==> src/rtl/vga_tile_engine.sv <==
// VGA timing generator with an on-chip tile map (req/ack write port) and external sprite-ROM pixel fetch.
// Optional feature: define SCROLL_EN to add per-frame scroll_x/scroll_y inputs.
module vga_tile_engine #(
  parameter int H_ACTIVE  = 640,
  parameter int H_FP      = 16,
  parameter int H_SYNC    = 96,
  parameter int H_BP      = 48,
  parameter int V_ACTIVE  = 480,
  parameter int V_FP      = 10,
  parameter int V_SYNC    = 2,
  parameter int V_BP      = 33,
  parameter int CLK_DIV   = 2,
  parameter int TILE_LOG2 = 5,
  parameter int MAP_COLS  = 20,
  parameter int MAP_ROWS  = 15,
  parameter int COL_W     = $clog2(MAP_COLS),
  parameter int ROW_W     = $clog2(MAP_ROWS),
  parameter int ID_W      = 9,
  parameter int ROM_AW    = ID_W + 2*TILE_LOG2,
  parameter int SYNC_POL  = 0
) (
  input  logic              fclk,
  input  logic              rst,
  input  logic              wr_req,
  input  logic [COL_W-1:0]  wr_x,
  input  logic [ROW_W-1:0]  wr_y,
  input  logic [ID_W-1:0]   wr_id,
  output logic              wr_ack,
  output logic [ROM_AW-1:0] rom_addr,
  input  logic [8:0]        rom_data,
`ifdef SCROLL_EN
  input  logic [COL_W+TILE_LOG2-1:0] scroll_x,
  input  logic [ROW_W+TILE_LOG2-1:0] scroll_y,
`endif
  output logic              hs,
  output logic              vs,
  output logic [2:0]        red,
  output logic [2:0]        green,
  output logic [2:0]        blue,
  output logic              frame_start
);

  localparam int H_TOTAL   = H_ACTIVE + H_FP + H_SYNC + H_BP;
  localparam int V_TOTAL   = V_ACTIVE + V_FP + V_SYNC + V_BP;
  localparam int H_W       = $clog2(H_TOTAL);
  localparam int V_W       = $clog2(V_TOTAL);
  localparam int DIV_W     = (CLK_DIV > 1) ? $clog2(CLK_DIV) : 1;
  localparam int MX_W      = COL_W + TILE_LOG2;
  localparam int MY_W      = ROW_W + TILE_LOG2;
  localparam int MAP_DEPTH = MAP_COLS * MAP_ROWS;
  localparam int MA_W      = $clog2(MAP_DEPTH);
  localparam logic SYNC_ON = (SYNC_POL != 0);
  localparam bit SHARE_BY_DIV = (CLK_DIV >= 2);

  logic [DIV_W-1:0]     div;
  logic                 tick;
  logic [H_W-1:0]       h_cnt;
  logic [V_W-1:0]       v_cnt;

  logic                 h_vis, v_vis, hs_now, vs_now, frame_pt;
  logic [MX_W-1:0]      px_map;
  logic [MY_W-1:0]      py_map;
  logic [COL_W-1:0]     tile_col;
  logic [ROW_W-1:0]     tile_row;
  logic                 rd_ok;
  logic [MA_W-1:0]      rd_idx, wr_idx;
  logic                 wr_slot, grant, wr_in_map;

  logic [ID_W-1:0]      tile_map [MAP_DEPTH];
  logic [ID_W-1:0]      tile_id;
  logic [TILE_LOG2-1:0] s1_px, s1_py;
  logic                 s1_vis, s1_hs, s1_vs;
  logic                 s2_vis, s2_hs, s2_vs;

`ifdef SCROLL_EN
  localparam logic [MX_W+1:0] H_WRAP = (MX_W+2)'(MAP_COLS << TILE_LOG2);
  localparam logic [MY_W+1:0] V_WRAP = (MY_W+2)'(MAP_ROWS << TILE_LOG2);
  logic [MX_W-1:0] scroll_x_q, sx;
  logic [MY_W-1:0] scroll_y_q, sy;
  logic [MX_W+1:0] hsum;
  logic [MY_W+1:0] vsum;
`endif

  assign tick = (div == DIV_W'(CLK_DIV - 1));

  always_comb begin
    h_vis    = h_cnt < H_W'(H_ACTIVE);
    v_vis    = v_cnt < V_W'(V_ACTIVE);
    hs_now   = (h_cnt >= H_W'(H_ACTIVE + H_FP) && h_cnt < H_W'(H_ACTIVE + H_FP + H_SYNC))
               ? SYNC_ON : ~SYNC_ON;
    vs_now   = (v_cnt >= V_W'(V_ACTIVE + V_FP) && v_cnt < V_W'(V_ACTIVE + V_FP + V_SYNC))
               ? SYNC_ON : ~SYNC_ON;
    frame_pt = (h_cnt == '0) && (v_cnt == '0);
`ifdef SCROLL_EN
    // On the frame's first tick the freshly sampled scroll must already apply to pixel (0,0).
    sx   = (tick && frame_pt) ? scroll_x : scroll_x_q;
    sy   = (tick && frame_pt) ? scroll_y : scroll_y_q;
    hsum = (MX_W+2)'(h_cnt) + (MX_W+2)'(sx);
    if (hsum >= H_WRAP) hsum = hsum - H_WRAP;
    if (hsum >= H_WRAP) hsum = hsum - H_WRAP;
    vsum = (MY_W+2)'(v_cnt) + (MY_W+2)'(sy);
    if (vsum >= V_WRAP) vsum = vsum - V_WRAP;
    if (vsum >= V_WRAP) vsum = vsum - V_WRAP;
    px_map = hsum[MX_W-1:0];
    py_map = vsum[MY_W-1:0];
`else
    px_map = MX_W'(h_cnt);
    py_map = MY_W'(v_cnt);
`endif
    tile_col  = px_map[MX_W-1:TILE_LOG2];
    tile_row  = py_map[MY_W-1:TILE_LOG2];
    rd_ok     = h_vis && v_vis && (int'(tile_col) < MAP_COLS) && (int'(tile_row) < MAP_ROWS);
    rd_idx    = rd_ok ? (MA_W'(tile_row) * MA_W'(MAP_COLS) + MA_W'(tile_col)) : '0;
    wr_in_map = (int'(wr_x) < MAP_COLS) && (int'(wr_y) < MAP_ROWS);
    wr_idx    = MA_W'(wr_y) * MA_W'(MAP_COLS) + MA_W'(wr_x);
    // Single-ported map: writes take cycles the display never reads on.
    wr_slot   = SHARE_BY_DIV ? !tick : (int'(h_cnt) >= H_ACTIVE);
    grant     = wr_req && !wr_ack && wr_slot;
  end

  always_ff @(posedge fclk) begin
    if (grant && wr_in_map) tile_map[wr_idx] <= wr_id;
  end

  always_ff @(posedge fclk or posedge rst) begin
    if (rst) begin
      div         <= '0;
      h_cnt       <= '0;
      v_cnt       <= '0;
      tile_id     <= '0;
      s1_px       <= '0;
      s1_py       <= '0;
      s1_vis      <= 1'b0;
      s1_hs       <= ~SYNC_ON;
      s1_vs       <= ~SYNC_ON;
      s2_vis      <= 1'b0;
      s2_hs       <= ~SYNC_ON;
      s2_vs       <= ~SYNC_ON;
      rom_addr    <= '0;
      hs          <= ~SYNC_ON;
      vs          <= ~SYNC_ON;
      red         <= '0;
      green       <= '0;
      blue        <= '0;
      frame_start <= 1'b0;
      wr_ack      <= 1'b0;
`ifdef SCROLL_EN
      scroll_x_q  <= '0;
      scroll_y_q  <= '0;
`endif
    end else begin
      wr_ack      <= grant;
      frame_start <= tick && frame_pt;
      if (tick) begin
        div <= '0;
        if (h_cnt == H_W'(H_TOTAL - 1)) begin
          h_cnt <= '0;
          v_cnt <= (v_cnt == V_W'(V_TOTAL - 1)) ? '0 : v_cnt + 1'b1;
        end else begin
          h_cnt <= h_cnt + 1'b1;
        end
`ifdef SCROLL_EN
        if (frame_pt) begin
          scroll_x_q <= scroll_x;
          scroll_y_q <= scroll_y;
        end
`endif
        if (!grant) tile_id <= tile_map[rd_idx];
        s1_px    <= px_map[TILE_LOG2-1:0];
        s1_py    <= py_map[TILE_LOG2-1:0];
        s1_vis   <= h_vis && v_vis;
        s1_hs    <= hs_now;
        s1_vs    <= vs_now;
        rom_addr <= {tile_id, s1_py, s1_px};
        s2_vis   <= s1_vis;
        s2_hs    <= s1_hs;
        s2_vs    <= s1_vs;
        hs       <= s2_hs;
        vs       <= s2_vs;
        red      <= s2_vis ? rom_data[8:6] : '0;
        green    <= s2_vis ? rom_data[5:3] : '0;
        blue     <= s2_vis ? rom_data[2:0] : '0;
      end else begin
        div <= div + 1'b1;
      end
    end
  end

endmodule
==> config.mk <==
export PLATFORM = sky130hd
export DESIGN_NAME = vga_tile_engine
export DESIGN_NICKNAME = d
export VERILOG_FILES = /design/src/rtl/vga_tile_engine.sv
export SDC_FILE = /design/constraint.sdc
export NUM_CORES = 2
export LEC_CHECK = 0
export ABC_AREA = 1
export CORE_ASPECT_RATIO = 0.5
export CORE_MARGIN = 3
export CORE_UTILIZATION = 45
export CTS_CLUSTER_DIAMETER = 60
export DETAILED_ROUTE_END_ITERATION = 6
export DONT_BUFFER_PORTS = 1
export GPL_ROUTABILITY_DRIVEN = 1
export SYNTH_ARGS = -nofsm -noshare
export SYNTH_HDL_FRONTEND = slang
export SYNTH_SLANG_ARGS = --single-unit
export TNS_END_PERCENT = 20
==> constraint.sdc <==
create_clock -name fclk -period 4 [get_ports fclk]
set_input_delay 0.6 -clock fclk [delete_from_list [all_inputs] [get_ports fclk]]
set_output_delay 0.6 -clock fclk [all_outputs]
set_load 0.02 [all_outputs]
# ---- After elaboration in Yosys (flattened, before gate mapping)
# Memory sizes are Yosys's and may differ from the RTL's. A register that Yosys moved wholly into a read port is not among the register bits.
# Cells that the tools add are included.
dict set report word_totals {
  ff_bits 69
  ramBits 2700
  wordCells 68
  mem_count 1
}
dict set report classes {
  addsub 5
  n_mul 2
  magnitude_cmp 10
  eq_ne 2
  n_mux 11
  bitwise_logic 1
  reduce_logical 17
}
# memory words word_bits rd rd_ports_with_merged_regs wr line_no
set memory_table {}
lappend memory_table {tile_map 300 9 1 1 1 69} ;# logic [ID_W-1:0] tile_map [MAP_DEPTH];
# cell count
set op_table {}
lappend op_table {{$add 10x1->10 const B} 2}
lappend op_table {{$eq 10x10->1 const B} 2}
lappend op_table {{$logic_not 10->1} 2}
lappend op_table {{$lt 10x10->1 const B} 2}
lappend op_table {{$lt 10x9->1 const B} 2}
lappend op_table {{$mux 10} 2}
lappend op_table {{$add 9x5->9} 2}
lappend op_table {{$mul 4x3->7 const B} 2}
lappend op_table {{$logic_and 1x1->1} 11}
lappend op_table {{$ge 10x10->1 const B} 1}
lappend op_table {{$ge 10x9->1 const B} 1}
lappend op_table {{$lt 5x5->1 const B} 2}
lappend op_table {{$mux 3} 3}
lappend op_table {{$mux 9} 1}
lappend op_table {{$lt 4x4->1 const B} 2}
lappend op_table {{$mux 1} 5}
lappend op_table {{$reduce_and 2->1} 2}
lappend op_table {{$logic_not 1->1} 2}
lappend op_table {{$add 1x1->1 const B} 1}
lappend op_table {{$not 1->1} 1}

# ---- Longest topological paths before layout
dict set report logic_depth {
  ltp_word 6
  ltp_mapped 19
  depth_no_buf 17
}

# ---- Least setup slack after synthesis
# OpenSTA, ideal clock, no wires.
dict set report synth_path {
  kind {input port to flip-flop}
  from {in wr_y[1]}
  to {mem tile_map[130][0], enable pin}
  arrival_ns 3.256
  required_ns 3.626
  slack_ns 0.370
  stages 11
  path_cell_list {ha_1 -> ha_1 -> fa_1 -> inv_1 -> nor2_1 -> xor2_1 -> inv_1 -> nor2_1 -> nand4_1 -> clkbuf_1 -> nor2_1}
}
dict set report synth_between {
  elab_chain_cells 5
}
# item line_no
set synth_rtl {}
lappend synth_rtl {{from (decl)} 26} ;# input logic [ROW_W-1:0] wr_y,
lappend synth_rtl {{branches (longest 5 deep; another with $add 9x5->9)} n/a}
lappend synth_rtl {{to (decl)} 69}
# Several ways; the timed one is not identified.

# ---- Worst setup path in the final report
dict set report layout_path {
  from {reg v_cnt[6]}
  to {reg tile_id[1] (read register of tile_map)}
}
dict set report layout_between {
  elab_chain_cells 5
}
# item line_no
set layout_rtl {}
lappend layout_rtl {{from (decl)} 58} ;# logic [V_W-1:0] v_cnt;
lappend layout_rtl {{from (signal assigned)} 158} ;# v_cnt <= (v_cnt == V_W'(V_TOTAL - 1)) ? '0 : v_cnt + 1'b1;
lappend layout_rtl {{branches (longest 4 deep; another with $add 9x5->9)} n/a}
lappend layout_rtl {{$mux 9 (*)} 113} ;# rd_idx = rd_ok ? (MA_W'(tile_row) * MA_W'(MAP_COLS) + MA_W'(tile_col)) : '0;
lappend layout_rtl {{to (decl)} 70} ;# logic [ID_W-1:0] tile_id;
# Every way passes the cells marked *.
# A chain may end at the register's enable or synchronous reset.

==> summary.md <==
| Metric | Value |
|---|---|
| Final setup violating endpoints | `0` |
| Residual DRC | `3` |
| RSZ-0062 raised after global routing | `false` |
| Core area | `roughly 260000 um2` |
| Hold path depth | `0` |
| Clock Path Buffers | `4` |
| H-tree depth | `5` |
| Total global-route track usage | `0.258` |
| Initial cell density of the core | `0.455` |
| Crit-path max cell delay | `0.47 ns` |
| Cells after Synth | `between 10000 and 15000` |
| Delay-heaviest family, CP | `simple AND/OR/NAND/NOR gates` |
| Antenna violation net count after detailed routing | `0` |
| Cell with the largest stage delay on the worst path | `dfrtp_1` |
| Reg-to-reg endpoint | `tile_id[1]` |
| CTS tree | `built` |
| Worst slew pin tran | `1.42 ns` |
| Rows | `around 130` |
| #FFs+latches synth | `around 2800` |
| Crit-path max FO | `48` |
| Max_slew headroom | `0.0526` |
| Drt initial violations | `11600` |
| Final worst slack | `between 0.1 and 0.15 ns` |
| CP Depth | `16` |
| Cell variety after synth | `between 40 and 50` |
| Startpoint of the worst hold path | `wr_id[8]` |
| Fillcell total | `roughly 23000` |
| Cell Chain, Critical Path | `nand2_1 -> inv_1 -> nand2_4 -> buf_12 -> nand3_4 -> inv_16 -> buf_12 -> o21ai_0 -> a21oi_1 -> o21ai_0 -> nand3_1 -> nand3_1 -> nand2_1 -> nand2_1 -> a21oi_1 -> a21oi_1` |
| Max Cap Viol | `0` |
| Vias/cell | `approximately 5.7` |
| Vias in the first global route | `~78000` |
| CP Launch Type | `register` |
| Number of buffers added on ports | `0` |
| Initial antenna violation count | `19` |
| Leakage | `between 50 and 60 nW` |
| Setup Total Neg Slack | `0 ns` |
| Synth area leaders | `edfxtp_1 67%, nand3_1 8.1%, nand2_1 5.8%, inv_1 5.1%, nand4_1 2.2%` |
| Most common cell in the netlist | `edfxtp_1` |
| Synth area leader | `edfxtp_1` |
| Num CTS Buffers | `roughly 270` |
| Routability congestion estimate from global placement | `approximately 0.89` |
| Final period util | `0.967` |
| Number of synthesized flops with an enable pin | `2700` |
| Top FF cell, synth | `edfxtp_1` |
| Die area | `around 270000 um2` |
| Syn nets | `approximately 11000` |
| Hold EP | `tile_map[107][8]` |
| Reg2reg setup slack | `0.13 ns` |
| Final setup skew | `0.0308 ns` |
| Clock root cell | `clkbuf_16` |
| Die Ht | `around 370 um` |
| Slew Limit Fails | `0` |
| R2R depth | `16` |
| YS warnings | `0` |
| Critical path capture point type | `register` |
| Share of layout cells above drive strength 1 | `0.0932` |
| Crit Reg-Reg Startpoint | `v_cnt[6]` |
| VDD IR max | `0.000323 V` |
| Syn Std Cell Area | `around 120000 um2` |
| Avg WL per Cell | `~25 um` |
| Final hold vios | `0` |
| Total wire length | `360000 um` |
| First-pass GRT wire length | `roughly 520000 um` |
| IO Pins | `62` |
| Clock sinks | `2778` |
| Drt pass-1 iters | `7` |
| Syn Area/Cell | `between 10 and 15 um2` |
| Final min period | `a little under 4 ns` |
| Clock latency at the later pin of the worst-skew pair | `between 0.8 and 0.9 ns` |
| Pwr Density | `437 nW/um2` |
| Hold Crit Class | `primary input to register` |
| Via Count | `~83000` |
| # nets final | `about 11000` |
| Reg area | `between 80000 and 90000 um2` |
| Area Overhead vs Synth | `12.0%` |
| Die W | `roughly 740 um` |
| Post-synthesis sequential area ratio | `0.691` |
| Worst EP arrival | `about 4.6 ns` |
| Failing checks | `design-rule violations` |
| Multi-input gate area | `about 28000 um2` |
| Pre-CTS setup slack | `-0.136 ns` |
| GRT Residual Overflow | `0` |
| Outcome | `finished, violations left` |
| Post-synth top area share | `0.674` |
| Critical path buffers and inverters | `4` |
| Maximum clock frequency | `between 200 and 300 MHz` |
| Largest net degree at the start of global routing | `approximately 300` |
| Post-DP HPWL | `199000 um` |
| Clock edge transition at the registers on the reported setup and hold paths | `~0.060 ns` |
| Crit path required time | `~4.7 ns` |
| Worst hold slack | `between 0.05 and 0.06 ns` |
| Fraction of registers with async set/reset | `0.0281` |
| Synth cell count leaders | `2700 x edfxtp_1, 1949 x nand3_1, 1867 x nand2_1, 1630 x inv_1, 489 x nor2_1` |
| Kind of critical path | `register to register` |
-- cells by family (layout without fill, tap and decap cells) --
group	count (synthesis)	count (layout)	share of synthesized area
other	0	9	0
AND/OR/NAND/NOR	4971	4971	0.190
multiplexers	1	1	0.0000833
AO/OA/AOI/OAI	698	698	0.0377
flip-flops	2778	2778	0.691
XOR/XNOR	13	13	0.000947
buffers and inverters	2368	2529	0.0784
adder cells (fa/ha/maj)	22	22	0.00254
-- how the worst max path moves through the flow --
stage / startpoint / endpoint / slack, ns
6_report: v_cnt[6] / tile_id[1] / 0.13
5_1_grt: v_cnt[6] / tile_id[8] / 0.02
4_1_cts: h_cnt[8] / tile_id[8] / 0.03
3_5_place_dp: wr_y[1] / tile_map[266][6] / -0.14
3_3_place_gp: wr_y[1] / tile_map[266][2] / -0.12
2_1_floorplan: wr_y[1] / tile_map[130][0] / 0.37
-- cell type report --
cell class	instances	area share
flip-flops and latches	2778	0.617
multi-input cells	5705	0.207
clock buffers	325	0.0534
inverters	1640	0.0461
well taps	3510	0.0326
repair buffers	421	0.0326
clock inverters	143	0.0116
diodes	9	0.000167
-- cell usage in the layout (no fill, tap or decap), types with 44 or more instances in the layout --
cell type	instances
inv_1	1625
o211ai_1	339
or2_2	197
o21ai_0	245
dfrtp_1	71
nor2_1	488
a21oi_1	46
nand4_1	416
buf_4	316
edfxtp_1	2700
o221ai_1	45
nand2_1	1849
clkbuf_16	281
buf_12	84
clkbuf_1	44
clkinv_1	55
nand3_1	1947
-- registers in the layout, indices dropped and copies added, names as in the netlist, 3 cells and up --
| register | cells |
|---|---|
| tile_map | 2700 |
| s1_px | 5 |
| tile_id | 9 |
| red | 3 |
| blue | 3 |
| s1_py | 5 |
| rom_addr | 19 |
| h_cnt | 10 |
| green | 3 |
| v_cnt | 10 |
-- per-stage QoR --
stage | power (W) | cells | util | instance area, um2
floorplan | 0.0328 | 10900 | - | 120000
global route | 0.0602 | 14500 | 0.510 | 135000
finish | 0.0588 | 14500 | 0.510 | 135000
global placement | 0.0332 | 14000 | 0.475 | 125000
detailed placement | 0.0332 | 14000 | 0.475 | 125000
CTS | 0.0590 | 14500 | 0.509 | 135000
-- power by group --
group | total, W | internal [W] | switching, W
sequential | 0.0320 | 0.0320 | 0.0000211
clock | 0.0260 | 0.0150 | 0.0110
combinational | 0.000845 | 0.000202 | 0.000644
total | 0.0588 | 0.0471 | 0.0117
-- layer usage --
layer,vias up,GRT usage,wire [um]
met5,-,0,21
li1,37300,-,-
met1,40300,0.375,152000
met2,4472,0.381,155000
met4,4,0.0824,11200
met3,642,0.0636,41700
-- what timing repair did --
action,in CTS,in global routing
endpoints found under the hold margin,654,0
hold buffers,21,0
setup buffers,0,6
endpoints found under the setup margin,0,9
gates resized for setup,0,6
No activity file was read; power rests on OpenSTA's default activity.
